### src/rtl/writeback_arb.sv
// Writeback arbiter: per-source FIFOs (alu, mem), round-robin grant, registered regfile write port.
// Optional operand forwarding from the write port is enabled by defining WRITEBACK_BYPASS_EN.
module writeback_arb #(
    parameter int width_p = 32,
    parameter int depth_p = 2
) (
    input  logic               clk_i,
    input  logic               rst_i,
    input  logic               alu_v_i,
    input  logic [4:0]         alu_rd_i,
    input  logic [width_p-1:0] alu_data_i,
    output logic               alu_ready_o,
    input  logic               mem_v_i,
    input  logic [4:0]         mem_rd_i,
    input  logic [width_p-1:0] mem_data_i,
    output logic               mem_ready_o,
    output logic               writeback_rd_w_v_o,
    output logic [4:0]         writeback_rd_o,
    output logic [width_p-1:0] writeback_rd_data_o,
`ifdef WRITEBACK_BYPASS_EN
    input  logic [4:0]         rs1_i,
    input  logic [4:0]         rs2_i,
    output logic               rs1_fwd_v_o,
    output logic               rs2_fwd_v_o,
    output logic [width_p-1:0] rs1_fwd_data_o,
    output logic [width_p-1:0] rs2_fwd_data_o,
`endif
    output logic               idle_o
);

    localparam int ptr_w_lp   = $clog2(depth_p);
    localparam int cnt_w_lp   = ptr_w_lp + 1;
    localparam int num_src_lp = 2;
    localparam logic [cnt_w_lp-1:0] depth_cnt_lp = cnt_w_lp'(depth_p);

    typedef struct packed {
        logic [4:0]         rd;
        logic [width_p-1:0] data;
    } wb_entry_t;

    // Source index 0 is alu, 1 is mem.
    wb_entry_t             fifo_mem  [num_src_lp][depth_p];
    logic [ptr_w_lp-1:0]   wr_ptr    [num_src_lp];
    logic [ptr_w_lp-1:0]   rd_ptr    [num_src_lp];
    logic [cnt_w_lp-1:0]   cnt       [num_src_lp];
    wb_entry_t             src_entry [num_src_lp];
    logic [num_src_lp-1:0] src_v;
    logic [num_src_lp-1:0] ready;
    logic [num_src_lp-1:0] push;
    logic [num_src_lp-1:0] pop;
    logic [num_src_lp-1:0] not_empty;

    logic      grant_v;
    logic      grant_src;
    logic      alu_pri_q;
    wb_entry_t head;
    logic      wb_v_q;
    wb_entry_t wb_q;

    always_comb begin
        // NOTE: every signal written here gets a value before any branch, so no latch is inferred.
        src_v        = {mem_v_i, alu_v_i};
        src_entry[0] = '{rd: alu_rd_i, data: alu_data_i};
        src_entry[1] = '{rd: mem_rd_i, data: mem_data_i};
        ready        = '0;
        push         = '0;
        not_empty    = '0;
        pop          = '0;
        for (int s = 0; s < num_src_lp; s++) begin
            ready[s]     = !rst_i && (cnt[s] < depth_cnt_lp);
            push[s]      = src_v[s] && ready[s];
            not_empty[s] = (cnt[s] != '0);
        end
        // Contended: the source not granted last time wins; otherwise the only non-empty one.
        grant_v   = |not_empty;
        grant_src = (&not_empty) ? ~alu_pri_q : ~not_empty[0];
        if (grant_v) begin
            pop[grant_src] = 1'b1;
        end
        head = fifo_mem[grant_src][rd_ptr[grant_src]];
    end

    // NOTE: sequential state uses non-blocking assignments so every register samples pre-edge values.
    always_ff @(posedge clk_i) begin
        if (rst_i) begin
            for (int s = 0; s < num_src_lp; s++) begin
                wr_ptr[s] <= '0;
                rd_ptr[s] <= '0;
                cnt[s]    <= '0;
            end
            alu_pri_q <= 1'b1;
            wb_v_q    <= 1'b0;
            wb_q      <= '0;
        end else begin
            for (int s = 0; s < num_src_lp; s++) begin
                if (push[s]) wr_ptr[s] <= wr_ptr[s] + ptr_w_lp'(1);
                if (pop[s])  rd_ptr[s] <= rd_ptr[s] + ptr_w_lp'(1);
                case ({push[s], pop[s]})
                    2'b10:   cnt[s] <= cnt[s] + cnt_w_lp'(1);
                    2'b01:   cnt[s] <= cnt[s] - cnt_w_lp'(1);
                    default: cnt[s] <= cnt[s];
                endcase
            end
            if (grant_v) begin
                alu_pri_q <= grant_src;
                wb_q      <= head;
                wb_v_q    <= (head.rd != 5'd0);
            end else begin
                wb_v_q    <= 1'b0;
            end
        end
    end

    // NOTE: FIFO storage is not reset; pointers and counts alone decide which entries are live.
    always_ff @(posedge clk_i) begin
        for (int s = 0; s < num_src_lp; s++) begin
            if (push[s]) fifo_mem[s][wr_ptr[s]] <= src_entry[s];
        end
    end

    assign alu_ready_o         = ready[0];
    assign mem_ready_o         = ready[1];
    assign writeback_rd_w_v_o  = wb_v_q && !rst_i;
    assign writeback_rd_o      = rst_i ? 5'd0 : wb_q.rd;
    assign writeback_rd_data_o = rst_i ? '0 : wb_q.data;
    assign idle_o              = !rst_i && (not_empty == '0) && !wb_v_q;

`ifdef WRITEBACK_BYPASS_EN
    always_comb begin
        rs1_fwd_v_o    = writeback_rd_w_v_o && (rs1_i != 5'd0) && (writeback_rd_o == rs1_i);
        rs2_fwd_v_o    = writeback_rd_w_v_o && (rs2_i != 5'd0) && (writeback_rd_o == rs2_i);
        rs1_fwd_data_o = rs1_fwd_v_o ? writeback_rd_data_o : '0;
        rs2_fwd_data_o = rs2_fwd_v_o ? writeback_rd_data_o : '0;
    end
`endif

endmodule
### config.mk
export PLATFORM = sky130hd
export DESIGN_NAME = writeback_arb
export DESIGN_NICKNAME = d
export VERILOG_FILES = /design/src/rtl/writeback_arb.sv
export SDC_FILE = /design/constraint.sdc
export NUM_CORES = 1
export LEC_CHECK = 0
export CAP_MARGIN = 20
export CORE_MARGIN = 8
export CORE_UTILIZATION = 46
export DETAILED_ROUTE_END_ITERATION = 12
export PLACE_DENSITY = 0.74
export SYNTH_ARGS = -nofsm -noshare
export SYNTH_HDL_FRONTEND = slang
export SYNTH_SLANG_ARGS = --single-unit
### constraint.sdc
create_clock -name clk_i -period 2.7 [get_ports clk_i]
set_input_delay 0.54 -clock clk_i [delete_from_list [all_inputs] [get_ports clk_i]]
set_output_delay 0.54 -clock clk_i [all_outputs]
set_load 0.005 [all_outputs]
* Word-level counts from Yosys, hierarchy flattened *
Memory sizes are Yosys's and may differ from the RTL's.
Cells that the tools add are included.

word-level totals
  register bits = 39
  latch bits = 0
  RAM bits = 156
  bits in read-only memories = 0
  input port bits = 78
  output and inout port bits = 41
  word-level logic and storage cells = 123
  memories kept = 4

memory list
  name      depth  bits a word  rd ports  clocked after Yosys merged registers in  write ports  RTL line  text
  fifo_mem  2      74           1         0                                        2            42        wb_entry_t fifo_mem [num_src_lp][depth_p];
  cnt       2      2            2         0                                        2            45        logic [cnt_w_lp-1:0] cnt [num_src_lp];
  rd_ptr    2      1            3         0                                        2            44        logic [ptr_w_lp-1:0] rd_ptr [num_src_lp];
  wr_ptr    2      1            2         0                                        2            43        logic [ptr_w_lp-1:0] wr_ptr [num_src_lp];

operators by class
  add/subtract/negate cells = 8
  multipliers = 0
  divide/modulo/power cells = 0
  order comparisons = 9
  eq/ne operators = 4
  shift operators = 0
  multiplexer cells = 57
  bitwise logic cells = 16
  reductions and logical operators = 21

operators by type and width
  cell                   count
  $mux W37               5
  $mux W74               2
  $demux W37 S1          2
  $mux W1                38
  $mux W32               1
  $mux W2                7
  $logic_and A1 B1 Y1    10
  $or A1 B1 Y1           10
  $reduce_or A2 Y1       4
  $ge A2 B2 Y1 const B   3
  $not A1 Y2             3
  $mux W5                1
  $reduce_bool A5 Y1     1
  $add A1 B1 Y1 const B  4
  $add A2 B1 Y2 const B  2
  $eq A2 B1 Y1 const B   2
  $eq A2 B2 Y1 const B   2
  $lt A2 B1 Y1 const B   2
  $lt A2 B2 Y1 const B   2
  $reduce_bool A2 Y1     2
  $sub A2 B1 Y2 const B  2
  $not A1 Y1             3
  $logic_not A1 Y1       2
  $logic_not A2 Y1       1
  other kinds (4)        4

* Depth between registers and ports, before layout *
  depth after elaboration = 15
  depth in mapped cells = 10
  gate-level depth less buffers = 9

* Least setup slack after synthesis *
No wires, ideal clock.

  path type = input to register
  from = in rst_i
  to = mem fifo_mem[0][37] (netlist name) (enable)
  setup time = 0.431 ns
  data arrival time = 2.503 ns
  required time = 2.269 ns
  setup slack = -0.234 ns
  stages on the path = 4
  path buffers = 0
  cells stage by stage = nor2_1 > and2_1 > inv_1 > nor2_1

RTL lines
  element          RTL line  text
  start, declared  8         input logic rst_i,
  end, declared    42

==> flow_summary.html <==
<table>
<tr><th>Metric</th><th>Value</th></tr>
<tr><th colspan="2">Run status</th></tr>
<tr><td>Outcome</td><td>completed</td></tr>
<tr><th colspan="2">Worst setup path</th></tr>
<tr><td>Cell depth of the worst flop-to-flop path</td><td>9</td></tr>
<tr><td>Destination of the critical timing path</td><td>idle_o</td></tr>
<tr><td>Highest-delay cell along the critical path</td><td>sky130_fd_sc_hd__clkdlybuf4s50_1</td></tr>
<tr><td>Category of the worst setup path launch point</td><td>flop</td></tr>
<tr><td>Crit path cell chain</td><td>inv_1, ha_1, nand2_2, nor3_1, clkdlybuf4s50_1</td></tr>
<tr><td>Required arrival time at the worst endpoint</td><td>2.16 ns</td></tr>
<tr><td>Launch instance of the worst register-to-register path</td><td>cnt[0][1]</td></tr>
<tr><td>Reg2reg setup slack</td><td>0.62 ns</td></tr>
<tr><td>Worst-path maximum fanout</td><td>3</td></tr>
<tr><td>Path type of the worst setup path</td><td>reg -&gt; out</td></tr>
<tr><td>Worst Setup End Kind</td><td>output port</td></tr>
<tr><td>Delay of the slowest critical-path stage</td><td>0.53 ns</td></tr>
<tr><td>Start point of the critical path</td><td>cnt[1][1]</td></tr>
<tr><td>Arrival time at the worst endpoint</td><td>1.90 ns</td></tr>
<tr><td>RR Endpoint</td><td>cnt[1][1]</td></tr>
<tr><th colspan="2">Hold path</th></tr>
<tr><td>Hold Path Class</td><td>reg -&gt; reg</td></tr>
<tr><th colspan="2">Place</th></tr>
<tr><td>Port bufs</td><td>118</td></tr>
<tr><td>Half-perimeter wire length after placement</td><td>11.6 mm</td></tr>
<tr><td>Final weighted congestion of routability-driven global placement</td><td>0.772</td></tr>
<tr><td>Instance count after placement with tap cells included</td><td>901</td></tr>
<tr><th colspan="2">GRT</th></tr>
<tr><td>Fraction of met2 tracks used by global routing</td><td>28.3%</td></tr>
<tr><td>Pin count of the biggest net entering global routing</td><td>39</td></tr>
<tr><td>Met3 track demand over resource in global routing</td><td>4.48%</td></tr>
<tr><td>Vias in the first global route</td><td>5,074</td></tr>
<tr><td>Total GRT Usage</td><td>16.2%</td></tr>
<tr><td>Most crowded layer after global routing</td><td>met2</td></tr>
<tr><td>Wire length of the first global-routing pass</td><td>26.8 mm</td></tr>
<tr><td>Grt met1 use</td><td>18.2%</td></tr>
<tr><td>Number of antenna violations at the first check in global routing</td><td>0</td></tr>
<tr><td>GRT Residual Overflow</td><td>0</td></tr>
<tr><th colspan="2">Timing</th></tr>
<tr><td>Total of endpoints with negative setup slack in the final report</td><td>0</td></tr>
<tr><td>Final critical-path required period</td><td>2.44 ns</td></tr>
<tr><td>Final hold violation count</td><td>0</td></tr>
<tr><td>Worst Max-Slew Pin Slew</td><td>0.706 ns</td></tr>
<tr><td>Worst-case hold slack</td><td>0.447 ns</td></tr>
<tr><td>Max-slew violation count</td><td>0</td></tr>
<tr><td>Share of the cycle needed by the critical path after routing</td><td>90.3%</td></tr>
<tr><td>Sum of negative setup slack</td><td>0 ns</td></tr>
<tr><td>Worst slew margin</td><td>52.9%</td></tr>
<tr><td>Unrepaired setup endpoints after global routing</td><td>no</td></tr>
<tr><td>Max Clk Rate</td><td>410 MHz</td></tr>
<tr><td>Final setup skew</td><td>0.00629 ns</td></tr>
<tr><th colspan="2">Job</th></tr>
<tr><td>Reported max-cap violation count</td><td>0</td></tr>
<tr><th colspan="2">Cells and area</th></tr>
<tr><td>Storage element area</td><td>5470 sq um</td></tr>
<tr><td>Share of cells above drive strength 1</td><td>8.70%</td></tr>
<tr><td>Relative area change from synthesis to final layout</td><td>26.9%</td></tr>
<tr><td>Number of standard cells in the final layout excluding fillers</td><td>933</td></tr>
<tr><td>Area occupied by multi-input gates</td><td>2090 sq um</td></tr>
<tr><td>Inserted Diodes</td><td>0</td></tr>
<tr><td>Final core utilization</td><td>59.3%</td></tr>
<tr><td>Final layout net count</td><td>783</td></tr>
<tr><td>Filler cell count</td><td>1,295</td></tr>
<tr><th colspan="2">Floorplanning</th></tr>
<tr><td>Width of the die</td><td>146 um</td></tr>
<tr><td>Initial cell density of the core</td><td>46.8%</td></tr>
<tr><td>Vertical extent of the die</td><td>146 um</td></tr>
<tr><td>Cell row count</td><td>47</td></tr>
<tr><td>Ports</td><td>119</td></tr>
<tr><td>Area of the die</td><td>21,200 sq um</td></tr>
<tr><td>Standard cell core area</td><td>16,500 sq um</td></tr>
<tr><th colspan="2">Clocking</th></tr>
<tr><td>H-tree depth</td><td>4</td></tr>
<tr><td>Cell at the root of the clock tree</td><td>sky130_fd_sc_hd__clkbuf_16</td></tr>
<tr><td>Inserted Clock Buffers</td><td>17</td></tr>
<tr><td>CTS sink count</td><td>195</td></tr>
<tr><td>Count of hold-fix buffers inserted at cts</td><td>0</td></tr>
<tr><td>Clock tree from TritonCTS</td><td>built</td></tr>
<tr><td>Clock slew seen by the registers of the worst setup and hold paths</td><td>0.07 ns</td></tr>
<tr><td>Clk_lat worst skew</td><td>0.43 ns</td></tr>
<tr><td>Count of cells resized by post-cts repair</td><td>0</td></tr>
<tr><td>Post-CTS setup buffer count</td><td>0</td></tr>
<tr><td>Max Root-Sink Buffers</td><td>2</td></tr>
<tr><th colspan="2">Logic synthesis</th></tr>
<tr><td>Number of warnings reported in the yosys synthesis log</td><td>0</td></tr>
<tr><td>Net Count, Synth</td><td>656</td></tr>
<tr><td>Sequential element share of the synthesized area</td><td>70.7%</td></tr>
<tr><td>Cell type contributing the most total cell area after synthesis</td><td>sky130_fd_sc_hd__edfxtp_1</td></tr>
<tr><td>Flip-flop and latch count after synthesis</td><td>195</td></tr>
<tr><td>Gate count of the mapped netlist</td><td>573</td></tr>
<tr><td>Flip-flop cell with the highest count after synthesis</td><td>sky130_fd_sc_hd__edfxtp_1</td></tr>
<tr><td>Post-synth top area share</td><td>60.6%</td></tr>
<tr><td>Number of different library cells in the post-synthesis netlist</td><td>29</td></tr>
<tr><td>Cell Area, Synth</td><td>7730 sq um</td></tr>
<tr><td>Share of flip-flops with an asynchronous set or reset after synthesis</td><td>0%</td></tr>
<tr><td>Synth area leaders</td><td>sky130_fd_sc_hd__edfxtp_1 (61%), sky130_fd_sc_hd__dfxtp_1 (10%), sky130_fd_sc_hd__mux2i_1 (10%)</td></tr>
<tr><td>Post-Syn Area per Cell</td><td>13.5 sq um</td></tr>
<tr><td>Number of enable flip-flop cells after synthesis</td><td>156</td></tr>
<tr><th colspan="2">Drt</th></tr>
<tr><td>Post-detailed-routing wire length</td><td>16.9 mm</td></tr>
<tr><td>Iteration count of the initial detailed-routing pass</td><td>5</td></tr>
<tr><td>Total via count in the routed design</td><td>4,751</td></tr>
<tr><td>Number of routed nets with antenna violations</td><td>0</td></tr>
<tr><td>Number of DRC violations after detailed-routing iteration 0</td><td>303</td></tr>
<tr><td>Routed wirelength normalized by instance count</td><td>18.1 um</td></tr>
<tr><td>Post-DR vias/cell</td><td>5.09</td></tr>
<tr><td>DRC</td><td>0</td></tr>
<tr><th colspan="2">Pwr</th></tr>
<tr><td>Power per cell area</td><td>971 nW/um^2</td></tr>
<tr><td>Static Leak</td><td>3.54 nW</td></tr>
<tr><td>Max rail drop VDD</td><td>465 uV</td></tr>
</table>
## routing by layer
metal  vias up  share of wire, %
met5         -                 0
met4         0               2.0
met3        21               6.6
met2       132                50
met1      2304                41
li1       2294                 -
## state kept, by name, summed over array words and instances (netlist names)
signal,count
rd_ptr,2
fifo_mem,148
cnt,4
wb_v_q,1
wr_ptr,2
alu_pri_q,1
wb_q,37
## how the worst min path moves through the flow
stage	from	to	cells past startpoint	slack, ns
detailed placement	wb_q[34]	wb_q[34]	2	0.44
finish	wb_q[34]	wb_q[34]	2	0.45
global route	wb_q[17]	wb_q[17]	2	0.46
global placement	wb_q[28]	wb_q[28]	2	0.43
floorplan	wb_q[36]	wb_q[36]	2	0.43
CTS	wb_q[34]	wb_q[34]	2	0.45
## layout make-up
type                    count  area share, %
clock buffers              25           5.27
clock inverters             7          0.485
inverters                   6          0.230
multi-input cells         338           21.4
flip-flops and latches    195           55.7
well taps                 220           2.81
repair buffers            142           14.1
## where the power goes
| group | switching [W] | internal (W) | leakage, nW | total [W] |
|---|---|---|---|---|
| sequential | 0.000277 | 0.00376 | 1.76 | 0.00404 |
| clock | 0.00104 | 0.00133 | 0.265 | 0.00237 |
| combinational | 0.00171 | 0.00140 | 1.52 | 0.00312 |
| total | 0.00303 | 0.00650 | 3.54 | 0.00952 |
## placed cells by master (no fill, tap or decap), types with 2 or more instances in the layout
cell and instances:
sky130_fd_sc_hd__dfxtp_1 39, sky130_fd_sc_hd__nor2b_1 38, sky130_fd_sc_hd__a211oi_1 2, sky130_fd_sc_hd__nor2_4 2
sky130_fd_sc_hd__clkbuf_8 4, sky130_fd_sc_hd__buf_12 2, sky130_fd_sc_hd__nand2b_1 5, sky130_fd_sc_hd__nand3_1 33
sky130_fd_sc_hd__o21bai_1 2, sky130_fd_sc_hd__inv_1 5, sky130_fd_sc_hd__nand2_1 108, sky130_fd_sc_hd__edfxtp_1 156
sky130_fd_sc_hd__ha_1 5, sky130_fd_sc_hd__and3_2 2, sky130_fd_sc_hd__nor3_1 5, sky130_fd_sc_hd__clkinvlp_4 4
sky130_fd_sc_hd__buf_4 23, sky130_fd_sc_hd__clkdlybuf4s50_1 117, sky130_fd_sc_hd__mux2i_1 77, sky130_fd_sc_hd__nor2_1 7
sky130_fd_sc_hd__nor4_1 2, sky130_fd_sc_hd__clkbuf_16 18, sky130_fd_sc_hd__a21oi_1 39, sky130_fd_sc_hd__clkbuf_1 3
sky130_fd_sc_hd__o21ai_1 2
## per-stage QoR
stage | setup WS, ns | area [sq um] | power, W
final | 0.261 | 9800 | 0.00952
after global routing | 0.130 | 9800 | 0.0101
after CTS | 0.231 | 9800 | 0.00960
after detailed placement | 0.309 | 9240 | 0.00723
after global placement | 0.333 | 9240 | 0.00713
after floorplan | 0.382 | 7730 | 0.00614
## Yosys cell counts (2+ instances only)
| cell type | count |
|---|---|
| sky130_fd_sc_hd__edfxtp_1 | 156 |
| sky130_fd_sc_hd__nand2_1 | 109 |
| sky130_fd_sc_hd__mux2i_1 | 77 |
| sky130_fd_sc_hd__a21oi_1 | 39 |
| sky130_fd_sc_hd__dfxtp_1 | 39 |
| sky130_fd_sc_hd__nor2b_1 | 38 |
| sky130_fd_sc_hd__nand3_1 | 33 |
| sky130_fd_sc_hd__clkbuf_1 | 15 |
| sky130_fd_sc_hd__buf_2 | 9 |
| sky130_fd_sc_hd__nor2_1 | 9 |
| sky130_fd_sc_hd__buf_4 | 8 |
| sky130_fd_sc_hd__ha_1 | 5 |
| sky130_fd_sc_hd__inv_1 | 5 |
| sky130_fd_sc_hd__nand2b_1 | 5 |
| sky130_fd_sc_hd__nor3_1 | 5 |
| sky130_fd_sc_hd__a211oi_1 | 2 |
| sky130_fd_sc_hd__and2_1 | 2 |
| sky130_fd_sc_hd__and3_1 | 2 |
| sky130_fd_sc_hd__buf_1 | 2 |
| sky130_fd_sc_hd__nor4_1 | 2 |
| sky130_fd_sc_hd__o21ai_1 | 2 |
| sky130_fd_sc_hd__o21bai_1 | 2 |
## critical path, delay by kind of cell (launching register included)
| kind | cells | cell delay, ns |
|---|---|---|
| simple gates | 2 | 0.25 |
| buf+inv | 2 | 0.60 |
| flops | 1 | 0.40 |
| fa+ha+maj | 1 | 0.23 |
## kinds of logic after synthesis
group           Yosys count  synth area share, %
fa+ha+maj                 5                0.809
buf+inv                  40                 2.48
compound gates           48                 3.50
xor+xnor                  2                0.227
simple gates            205                 12.2
flops                   195                 70.7
mux                      78                 10.1
(Power assumes the default switching activity.)
